[src/rtl/scpad_pkg.sv]
// Shared sizing, state encoding and beat metadata for the scratchpad request arbiter.
// Optional beat-count burst cap in the arbiter is enabled with SCPAD_ARB_TIMEOUT_EN.
package scpad_pkg;

  localparam int unsigned NUM_SCPADS  = 3;
  localparam int unsigned DEF_NUM_REQ = 3;

  function automatic int unsigned clog2_min1(input int unsigned n);
    return (n <= 2) ? 1 : $clog2(n);
  endfunction

  localparam int unsigned SEL_W = clog2_min1(NUM_SCPADS);
  localparam int unsigned SRC_W = clog2_min1(DEF_NUM_REQ);

  typedef enum logic {
    ARB_IDLE = 1'b0,
    ARB_LOCK = 1'b1
  } arb_state_t;

  // Routing metadata that travels with each forwarded beat
  typedef struct packed {
    logic [SRC_W-1:0] src;
    logic             last;
  } sp_meta_t;

endpackage

[src/rtl/scpad_rr_pick.sv]
// Rotate-priority picker: first set request at or after ptr, searching cyclically.
module scpad_rr_pick #(
  parameter int unsigned N     = 3,
  parameter int unsigned IDX_W = 2
) (
  input  logic [N-1:0]     req,
  input  logic [IDX_W-1:0] ptr,
  output logic [N-1:0]     gnt,
  output logic [IDX_W-1:0] idx
);

  localparam int unsigned PW = (N > 1) ? $clog2(N) : 1;

  logic [PW-1:0] pos;
  logic          found;

  always_comb begin
    gnt   = '0;
    idx   = '0;
    found = 1'b0;
    pos   = '0;
    for (int unsigned k = 0; k < N; k++) begin
      pos = PW'((32'(ptr) + k) % N);
      if (!found && req[pos]) begin
        found    = 1'b1;
        gnt[pos] = 1'b1;
        idx      = IDX_W'(pos);
      end
    end
  end

endmodule

[src/rtl/scpad_arbiter.sv]
// Burst-locked round-robin arbiter sharing NUM_SCPADS scratchpads between NUM_REQ requesters.
// Define SCPAD_ARB_TIMEOUT_EN to cap bursts at MAX_BEATS beats with a forced last.
module scpad_arbiter
  import scpad_pkg::*;
#(
  parameter int unsigned NUM_REQ   = 3,
  parameter int unsigned REQ_W     = 64,
  parameter int unsigned MAX_BEATS = 16
) (
  input  logic                        clk,
  input  logic                        rst,
  input  logic [NUM_REQ-1:0]          req_valid,
  input  logic [NUM_REQ*SEL_W-1:0]    req_sel,
  input  logic [NUM_REQ-1:0]          req_last,
  input  logic [NUM_REQ*REQ_W-1:0]    req_payload,
  output logic [NUM_REQ-1:0]          req_ready,
  output logic [NUM_SCPADS-1:0]       sp_valid,
  output logic [NUM_SCPADS*REQ_W-1:0] sp_payload,
  output logic [NUM_SCPADS*SRC_W-1:0] sp_src,
  output logic [NUM_SCPADS-1:0]       sp_last,
  input  logic [NUM_SCPADS-1:0]       sp_ready,
  output logic [NUM_SCPADS-1:0]       busy,
  output logic [NUM_SCPADS-1:0]       timeout_err
);

  if (NUM_REQ > (2 ** SRC_W)) begin : g_bad_num_req
    $error("scpad_arbiter: NUM_REQ does not fit in SRC_W");
  end
  if (MAX_BEATS == 0) begin : g_bad_max_beats
    $error("scpad_arbiter: MAX_BEATS must be at least 1");
  end

  arb_state_t       state_q   [NUM_SCPADS];
  arb_state_t       state_nxt [NUM_SCPADS];
  logic [SRC_W-1:0] owner_q   [NUM_SCPADS];
  logic [SRC_W-1:0] owner_nxt [NUM_SCPADS];
  logic [SRC_W-1:0] ptr_q     [NUM_SCPADS];
  logic [SRC_W-1:0] ptr_nxt   [NUM_SCPADS];

  logic [NUM_REQ-1:0] cand [NUM_SCPADS];
  logic [NUM_REQ-1:0] elig [NUM_SCPADS];
  logic [NUM_REQ-1:0] pick [NUM_SCPADS];
  logic [NUM_REQ-1:0] gnt  [NUM_SCPADS];
  logic [SRC_W-1:0]   win  [NUM_SCPADS];

  logic [NUM_SCPADS-1:0] slot_free;
  logic [NUM_SCPADS-1:0] accept;
  logic [NUM_SCPADS-1:0] load_last;
  logic                  held;

  logic [NUM_SCPADS-1:0] sp_valid_q;
  logic [REQ_W-1:0]      payload_q [NUM_SCPADS];
  sp_meta_t              meta_q    [NUM_SCPADS];

`ifdef SCPAD_ARB_TIMEOUT_EN
  localparam int unsigned CNT_W = $clog2(MAX_BEATS + 1);
  logic [CNT_W-1:0]      cnt_q   [NUM_SCPADS];
  logic [CNT_W-1:0]      cnt_nxt [NUM_SCPADS];
  logic [NUM_SCPADS-1:0] force_last;
  logic [NUM_SCPADS-1:0] tout_q;
`endif

  // Candidates: valid, targeting s, and not holding a lock on another scratchpad
  always_comb begin
    held = 1'b0;
    for (int s = 0; s < int'(NUM_SCPADS); s++) begin
      cand[s] = '0;
      for (int r = 0; r < int'(NUM_REQ); r++) begin
        held = 1'b0;
        for (int s2 = 0; s2 < int'(NUM_SCPADS); s2++) begin
          if (s2 != s && state_q[s2] == ARB_LOCK && owner_q[s2] == SRC_W'(r)) held = 1'b1;
        end
        cand[s][r] = req_valid[r] && (req_sel[r*SEL_W +: SEL_W] == SEL_W'(s)) && !held;
      end
      elig[s] = (state_q[s] == ARB_LOCK) ? (cand[s] & (NUM_REQ'(1) << owner_q[s])) : cand[s];
    end
  end

  for (genvar s = 0; s < NUM_SCPADS; s++) begin : g_pick
    scpad_rr_pick #(
      .N     (NUM_REQ),
      .IDX_W (SRC_W)
    ) u_pick (
      .req (elig[s]),
      .ptr (ptr_q[s]),
      .gnt (pick[s]),
      .idx (win[s])
    );

    assign slot_free[s] = !sp_valid_q[s] || sp_ready[s];
    assign gnt[s]       = rst ? '0 : (pick[s] & {NUM_REQ{slot_free[s]}});
    assign accept[s]    = |gnt[s];
  end

  // A requester targets one scratchpad at a time, so at most one grant term is set
  always_comb begin
    req_ready = '0;
    for (int s = 0; s < int'(NUM_SCPADS); s++) begin
      req_ready = req_ready | gnt[s];
    end
  end

  // Lock FSM next state, owner, pointer and burst counter
  always_comb begin
    state_nxt = state_q;
    owner_nxt = owner_q;
    ptr_nxt   = ptr_q;
    load_last = '0;
`ifdef SCPAD_ARB_TIMEOUT_EN
    cnt_nxt    = cnt_q;
    force_last = '0;
`endif
    for (int s = 0; s < int'(NUM_SCPADS); s++) begin
      load_last[s] = req_last[win[s]];
      if (accept[s]) begin
`ifdef SCPAD_ARB_TIMEOUT_EN
        force_last[s] = !req_last[win[s]] && (cnt_q[s] == CNT_W'(MAX_BEATS - 1));
        load_last[s]  = req_last[win[s]] || force_last[s];
`endif
        if (load_last[s]) begin
          state_nxt[s] = ARB_IDLE;
          ptr_nxt[s]   = (win[s] == SRC_W'(NUM_REQ - 1)) ? '0 : (win[s] + SRC_W'(1));
`ifdef SCPAD_ARB_TIMEOUT_EN
          cnt_nxt[s]   = '0;
`endif
        end else begin
          state_nxt[s] = ARB_LOCK;
          owner_nxt[s] = win[s];
`ifdef SCPAD_ARB_TIMEOUT_EN
          cnt_nxt[s]   = cnt_q[s] + CNT_W'(1);
`endif
        end
      end
    end
  end

  // State registers and per-scratchpad one-entry output register
  always_ff @(posedge clk) begin
    if (rst) begin
      sp_valid_q <= '0;
      for (int s = 0; s < int'(NUM_SCPADS); s++) begin
        state_q[s]   <= ARB_IDLE;
        owner_q[s]   <= '0;
        ptr_q[s]     <= '0;
        payload_q[s] <= '0;
        meta_q[s]    <= '0;
`ifdef SCPAD_ARB_TIMEOUT_EN
        cnt_q[s]     <= '0;
`endif
      end
`ifdef SCPAD_ARB_TIMEOUT_EN
      tout_q <= '0;
`endif
    end else begin
      for (int s = 0; s < int'(NUM_SCPADS); s++) begin
        state_q[s] <= state_nxt[s];
        owner_q[s] <= owner_nxt[s];
        ptr_q[s]   <= ptr_nxt[s];
`ifdef SCPAD_ARB_TIMEOUT_EN
        cnt_q[s]   <= cnt_nxt[s];
`endif
        if (accept[s]) begin
          sp_valid_q[s] <= 1'b1;
          payload_q[s]  <= req_payload[int'(win[s])*int'(REQ_W) +: REQ_W];
          meta_q[s]     <= '{src: win[s], last: load_last[s]};
        end else if (sp_ready[s]) begin
          sp_valid_q[s] <= 1'b0;
        end
      end
`ifdef SCPAD_ARB_TIMEOUT_EN
      tout_q <= force_last;
`endif
    end
  end

  for (genvar s = 0; s < NUM_SCPADS; s++) begin : g_out
    assign sp_payload[s*REQ_W +: REQ_W] = payload_q[s];
    assign sp_src[s*SRC_W +: SRC_W]     = meta_q[s].src;
    assign sp_last[s]                   = meta_q[s].last;
    assign busy[s]                      = (state_q[s] == ARB_LOCK);
  end
  assign sp_valid = sp_valid_q;

`ifdef SCPAD_ARB_TIMEOUT_EN
  assign timeout_err = tout_q;
`else
  assign timeout_err = '0;
`endif

  // Out-of-range scratchpad selects are never granted; flag them in simulation
  for (genvar r = 0; r < NUM_REQ; r++) begin : g_sel_chk
    a_sel_range: assert property (@(posedge clk) disable iff (rst)
      req_valid[r] |-> (int'(req_sel[r*SEL_W +: SEL_W]) < int'(NUM_SCPADS)));
  end

endmodule
[config.mk]
export PLATFORM = sky130hd
export DESIGN_NAME = scpad_arbiter
export DESIGN_NICKNAME = d
export VERILOG_FILES = /design/src/rtl/scpad_pkg.sv /design/src/rtl/scpad_rr_pick.sv /design/src/rtl/scpad_arbiter.sv
export SDC_FILE = /design/constraint.sdc
export NUM_CORES = 1
export LEC_CHECK = 0
export CORE_ASPECT_RATIO = 0.75
export CORE_UTILIZATION = 45
export CTS_CLUSTER_SIZE = 14
export DETAILED_ROUTE_END_ITERATION = 12
export HOLD_SLACK_MARGIN = 0.02
export PLACE_DENSITY_LB_ADDON = 0.12
export SYNTH_ARGS = -nofsm -noshare
export SYNTH_HDL_FRONTEND = slang
export SYNTH_HIERARCHICAL = 1
export SYNTH_SLANG_ARGS = --single-unit
[constraint.sdc]
create_clock -name clk -period 15.5 [get_ports clk]
set_input_delay 3.1 -clock clk [delete_from_list [all_inputs] [get_ports clk]]
set_output_delay 3.1 -clock clk [all_outputs]
set_load 0.005 [all_outputs]
==> results.md, run 1 <==
* CTS tree: built
* #FFs+latches synth at 219
* Area share of the largest cell type after synthesis at 47.1%
* Reg2reg start: busy[0]$_SDFFE_PP0P_
* Worst-path clk slew at 0.06 ns
* Min-delay src: ptr_q[3]$_SDFFE_PP0P_
* Slew Limit Fails at 0
* Worst slew margin at 26.4%
* Worst skew pair latency at 0.52 ns
* Utilization after layout at 64.6%
* PortBufs at 418
* Max IR drop VDD at 0.0000893 V
* GRT Overall Usage at 30.3%
* DR vias/cell at 5.59
* Crit path buf inv count at 3
* Critical Path AT at 5.95 ns
* WL per Instance at 21.8 um
* GR Overflow Total at 0
* Antenna violations before repair at 5
* Worst-Margin Slew at 1.10 ns
* Std-Cell Core Area at 28,000 um^2
* Global-route wire length before repair at 68,000 um
* Worst Clk Skew at 0.0139 ns
* Syn avg cell area at 9.55 um^2
* CP top delay family: compound AO/OA/AOI/OAI gates
* Vias in the first global route at 11,300
* RR Endpoint: meta_q[0][0]$_SDFFCE_PN0P_
* DR pass1 iterations at 7
* DP Wirelength at 29,700 um
* Unrepaired setup endpoints after global routing: false
* Predominant post-synthesis flop cell: edfxtp_1
* Root buf cell: clkbuf_16
* Cts bufs inserted at 25
* Tmin final at 9.05 ns
* WHS at 0.524 ns
* Worst hold endpoint: ptr_q[3]$_SDFFE_PP0P_
* Htree depth at 1
* Element type at the critical path end: output port
* Die X at 197 um
* I/O pin count at 422
* Initial drt markers at 758
* Crit path kind: in -> out
* Pwr dens at 141 nW/um^2
* Drc violations at 0
* Worst reg-to-reg path cell count at 14
* Final period util at 58.4%
* Critical path cell sequence: clkdlybuf4s50_1, inv_1, a311oi_1, and4_1, mux2i_1, o22ai_1, a21oi_1, o22ai_1, a22oi_1, nand2_1, clkdlybuf4s50_1
* Commonest cells in the netlist: nor2_1 (409), a21oi_1 (216), edfxtp_1 (201), mux2i_1 (201), buf_2 (51)
* Crit path max fanout at 5
* Sequential fraction of the synthesis area at 49.9%
* CTS sink count at 219
* Clk buf depth at 3
* Warnings from Yosys at 6
* GP Congestion at 0.917
* Largest net degree at the start of global routing at 74
* Total leakage power at 0.00657 uW
* Hold path cells at 2
* Startpoint types: primary input
* Ratio of cells with drive above 1 in the final layout at 4.64%
* Setup Fix Bufs, Post-CTS at 0
* Hold Buf Count CTS at 0
* Drt total wl at 45,900 um
* Max capacitance violation total at 0
* Effective utilization at floorplan at 45.8%
* Run status: complete, no violations
* DIE AREA at 29,100 um^2
* Yosys top cell by area: edfxtp_1
* Count leader, synth: nor2_1
* Vias at 11,800
* Cell area after synthesis at 12,800 um^2
* EDFF count, synth at 201
* Die height at 148 um
* Post-route ant nets at 0
* Syn Inst Count at 1,341
* Ys async rst share at 0%
* Slowest cell on the critical path: clkdlybuf4s50_1
* Critical path required time at 12.40 ns
* R2R setup slack at 10.75 ns
* Synth-to-Final Area Change at 41.1%
* Unique masters post-synth at 43
* Setup TNS at 0 ns
* Setup violators final at 0
* F_max at 110 MHz
* Largest cells by area after synthesis: edfxtp_1 (47%), mux2i_1 (16%), nor2_1 (12%), a21oi_1 (8.4%), dfxtp_1 (2.8%)
* Std-Cell Rows at 53
* Final Hold Fails at 0
* Slowest stage delay, CP at 0.50 ns
* CTS resizes at 0
* Fin nets at 1,926
* Worst min-delay path class: reg -> reg
-- layout by cell type (no fill, tap or decap), types with 4 or more instances in the layout --
cell type          n
clkdlybuf4s50_1  418
nor2_1           406
a21oi_1          213
mux2i_1          201
edfxtp_1         201
inv_1             25
clkbuf_16         25
buf_4             19
nand2_1           18
o21ai_0           18
dfxtp_1           18
nor2b_1           16
ha_1              12
nor3_1            10
o22ai_1            7
nor2b_4            6
a22oi_1            6
nand3_1            6
mux2_2             6
clkbuf_1           6
or2_1              6
clkinv_1           5
a311oi_1           4
and3_1             4
-- through the flow --
stage,worst slack [ns],cell area (um^2),cells,total power [uW]
finish,6.45,18100,2110,2550
global route,6.27,18100,2110,2670
CTS,6.51,18100,2108,2560
detailed placement,6.52,17200,2063,1950
global placement,6.61,17200,2063,1940
floorplan,7.44,12800,1343,1410
-- tightest hold or removal path, stage by stage, from the launching register on --
cell and delay (ns):
dfxtp_1 0.33, o21ai_0 0.08, a21oi_1 0.06
-- flip-flops by register name (all words and copies together) (netlist names) --
name / cells
busy: 3
meta_q: 9
owner_q: 6
payload_q: 192
ptr_q: 6
sp_valid: 3
-- area by class of cell --
class	instances	area [um^2]
fillers	2337	9920
flip-flops and latches	219	6400
multi-input cells	997	5950
repair buffers	437	4330
clock buffers	34	689
well taps	385	482
clock inverters	11	126
inverters	25	93.8
diodes	2	5.00
-- report_power, final --
| group | total [uW] | internal (uW) | leakage (uW) | switching [uW] |
|---|---|---|---|---|
| Clock | 607 | 359 | 0.000395 | 247 |
| Sequential | 909 | 860 | 0.00225 | 49.2 |
| Combinational | 1030 | 485 | 0.00393 | 549 |
-- cells by family after synthesis --
| family | count (synthesis) | share of synthesized area [%] |
|---|---|---|
| DFF | 219 | 49.9 |
| and+or+nand+nor | 495 | 16.0 |
| AOI/OAI and AO/OA | 280 | 12.1 |
| buffers and inverters | 127 | 4.48 |
| muxes | 207 | 16.2 |
| other | 1 | 0.0293 |
| adders and majority gates | 12 | 1.17 |
-- layer usage --
metal	global-route usage, %	vias up	share of wire (%)
met2	49.9	609	47
met4	8.18	4	2.7
li1	-	5473	-
met5	0	-	0.074
met3	9.43	78	11
met1	38.5	5630	39
-- worst max-delay path by stage --
stage                     cells after the start      endpoint  slack (ns)         start
after floorplan                               8  req_ready[1]        7.44    req_sel[5]
after global placement                       10  req_ready[1]        6.61    req_sel[5]
after detailed placement                     11  req_ready[0]        6.52  req_valid[1]
after CTS                                    11  req_ready[0]        6.51  req_valid[1]
after global routing                         11  req_ready[0]        6.27  req_valid[1]
final                                        11  req_ready[0]        6.45  req_valid[1]
Power figures use the tool's default switching activity.
==> run 2: changes to the inputs <==
CORE_UTILIZATION = 42   (was 45)
clock period = 7.4 ns   (was 15.5 ns; I/O delays follow)
==> results.md, run 2 (synthesis gave the netlist of run 1 again) <==
* Final Hold Fails at 0 (unchanged)
* Setup TNS at 0 ns (unchanged)
* WHS at 0.538 ns (+0.0142 ns)
* Most flop-heavy register: payload_q
* Root buf cell: clkbuf_16
* Initial drt markers at 1,041 (+37%)
* Setup Fix Bufs, Post-CTS at 0 (unchanged)
* Worst Clk Skew at 0.0163 ns (+0.00236 ns)
* Worst min-delay path class: reg -> reg
* DIE AREA at 31,200 um^2 (+7.1%)
* Total leakage power at 0.00656 uW (-0.19%)
* Max reg flops at 192 (unchanged)
* Slowest stage delay, CP at 0.55 ns (+0.05 ns)
* Final period util at 77.8%
* CP top delay family: simple AND/OR/NAND/NOR gates
* GP Congestion at 0.908 (-1.0%)
* Vias in the first global route at 11,400 (+0.62%)
* Fill cell count at 2,484 (+6.3%)
* WL per Instance at 22.3 um (+2.3%)
* F_max at 174 MHz
* GR Overflow Total at 0 (unchanged)
* Hold path cells at 2 (unchanged)
* Slew Limit Fails at 0 (unchanged)
* Global-route wire length before repair at 69,700 um (+2.5%)
* Pwr dens at 291 nW/um^2 (+110%)
* Element type at the critical path end: output port
* Ratio of cells with drive above 1 in the final layout at 4.77% (+0.12 points)
* Critical path required time at 5.92 ns (-6.48 ns)
* Max capacitance violation total at 0 (unchanged)
* Die height at 153 um (+3.5%)
* Crit path depth at 10 (-1)
* Crit path buf inv count at 2 (-1)
* Htree depth at 1 (unchanged)
* Critical path cell sequence: clkdlybuf4s50_1, nand3b_1, nor3_1, mux2i_1, a32o_1, a2bb2oi_2, nor2_1, a22oi_1, nand2_1, clkdlybuf4s50_1
* Worst skew pair latency at 0.53 ns (about the same)
* DR vias/cell at 5.64 (+0.98%)
* Synth-to-Final Area Change at 40.9%
* Top Registers: payload_q: 192 flops, meta_q: 9 flops
* Effective utilization at floorplan at 43.4% (-2.4 points)
* Crit-path most repeated cell: clkdlybuf4s50_1
* Worst slew margin at 19.6% (-6.8 points)
* CTS sink count at 219 (unchanged)
* Run status: complete, no violations
* Crit path kind: in -> out
* Startpoint types: primary input
* Post-route ant nets at 0 (unchanged)
* Tmin final at 5.75 ns
* PortBufs at 418 (unchanged)
* Hold Buf Count CTS at 0 (unchanged)
* Antenna violations before repair at 5 (unchanged)
* Drc violations at 0 (unchanged)
* Slowest cell on the critical path: nor3_1
* Crit path max fanout at 6 (+1)
* GRT Overall Usage at 29.2% (-1.0 points)
* Worst-path clk slew at 0.06 ns (about the same)
* DP Wirelength at 30,800 um (+3.8%)
* Worst-Margin Slew at 1.20 ns (+0.0994 ns)
* Drt total wl at 47,100 um (+2.6%)
* Most frequent cells in the layout: clkdlybuf4s50_1 (418), nor2_1 (406), a21oi_1 (213)
* Setup violators final at 0 (unchanged)
* Fin nets at 1,929 (+0.16%)
* I/O pin count at 422 (unchanged)
* Vias at 11,900 (+1.3%)
* DR pass1 iterations at 5 (-2)
* Max IR drop VDD at 0.000282 V (+220%)
* Commonest non-fill, non-tap cell in the layout: clkdlybuf4s50_1
* Std-Cell Rows at 54 (+1.9%)
* Unrepaired setup endpoints after global routing: false
* Critical Path AT at 4.27 ns (-1.68 ns)
* CTS resizes at 0 (unchanged)
* Worst reg-to-reg path cell count at 12 (-2)
* Largest net degree at the start of global routing at 107 (+45%)
* Clk buf depth at 3 (unchanged)
* Die X at 204 um (+3.5%)
* CTS tree: built
* Cts bufs inserted at 25 (unchanged)
* Std-Cell Core Area at 29,500 um^2 (+5.5%)
## run 2: cell count changes in the layout (fill, tap and decap cells not counted), moves of 2 or more
cell       change
clkinv_1       -3
buf_12         +3
diode_2        +2
clkbuf_1       -2
bufinv_16      -3
## run 2: worst paths after layout
| path | startpoint | end | slack [ns] |
|---|---|---|---|
| max | req_sel[5] | req_ready[1] | 1.65 |
| min reg2reg | ptr_q[3]$_SDFFE_PP0P_ | ptr_q[3]$_SDFFE_PP0P_ | 0.54 |
| max reg2reg | owner_q[4]$_SDFFE_PP0P_ | ptr_q[0]$_SDFFE_PP0P_ | 3.17 |
| min | ptr_q[3]$_SDFFE_PP0P_ | ptr_q[3]$_SDFFE_PP0P_ | 0.54 |
## run 2: layer usage
layer / track usage, % / up-vias / part of all wire [%]
met2: 45.8 / 591 / 45
met4: 8.81 / 0 / 2.7
met3: 7.95 / 72 / 10
met5: 0 / - / 0
met1: 39.3 / 5806 / 42
li1: - / 5474 / -
## run 2: worst reg2reg max path, cell delays in order, from the launching register on
cell and delay (ns):
dfxtp_1 0.36, inv_1 0.10, and3_1 0.23, a2111oi_0 0.42, and3_1 0.39, nand2_1 0.12
o22ai_1 0.38, a311oi_1 0.15, a21oi_4 0.15, buf_4 0.79, mux2i_1 0.44, or4_1 0.50
a21oi_1 0.13
## run 2: report_power, final
group / switching, uW / internal [uW]
Clock: 508 / 642
Sequential: 112 / 1800
Combinational: 1160 / 1030
## run 2: cell type report
class,instances,area (um^2),area share [%]
Sequential cell,219,6400,35.4
Multi-Input combinational cell,997,5950,33.0
Timing Repair Buffer,440,4390,24.3
Clock buffer,32,682,3.78
Tap cell,392,490,2.72
Inverter,25,93.8,0.520
Clock inverter,7,38.8,0.215
Antenna cell,4,10.0,0.0555
## run 2: through the flow
| step | cell area [um^2] | total power (uW) | setup WS, ns | std cells | util [%] |
|---|---|---|---|---|---|
| floorplan | 12800 | 2960 | 1.84 | 1343 | - |
| global placement | 17300 | 4090 | 1.68 | 2073 | 58.6 |
| detailed placement | 17300 | 4120 | 1.67 | 2073 | 58.6 |
| CTS | 18000 | 5270 | 1.64 | 2112 | 61.1 |
| global route | 18000 | 5510 | 1.47 | 2116 | 61.1 |
| finish | 18000 | 5250 | 1.65 | 2116 | 61.1 |
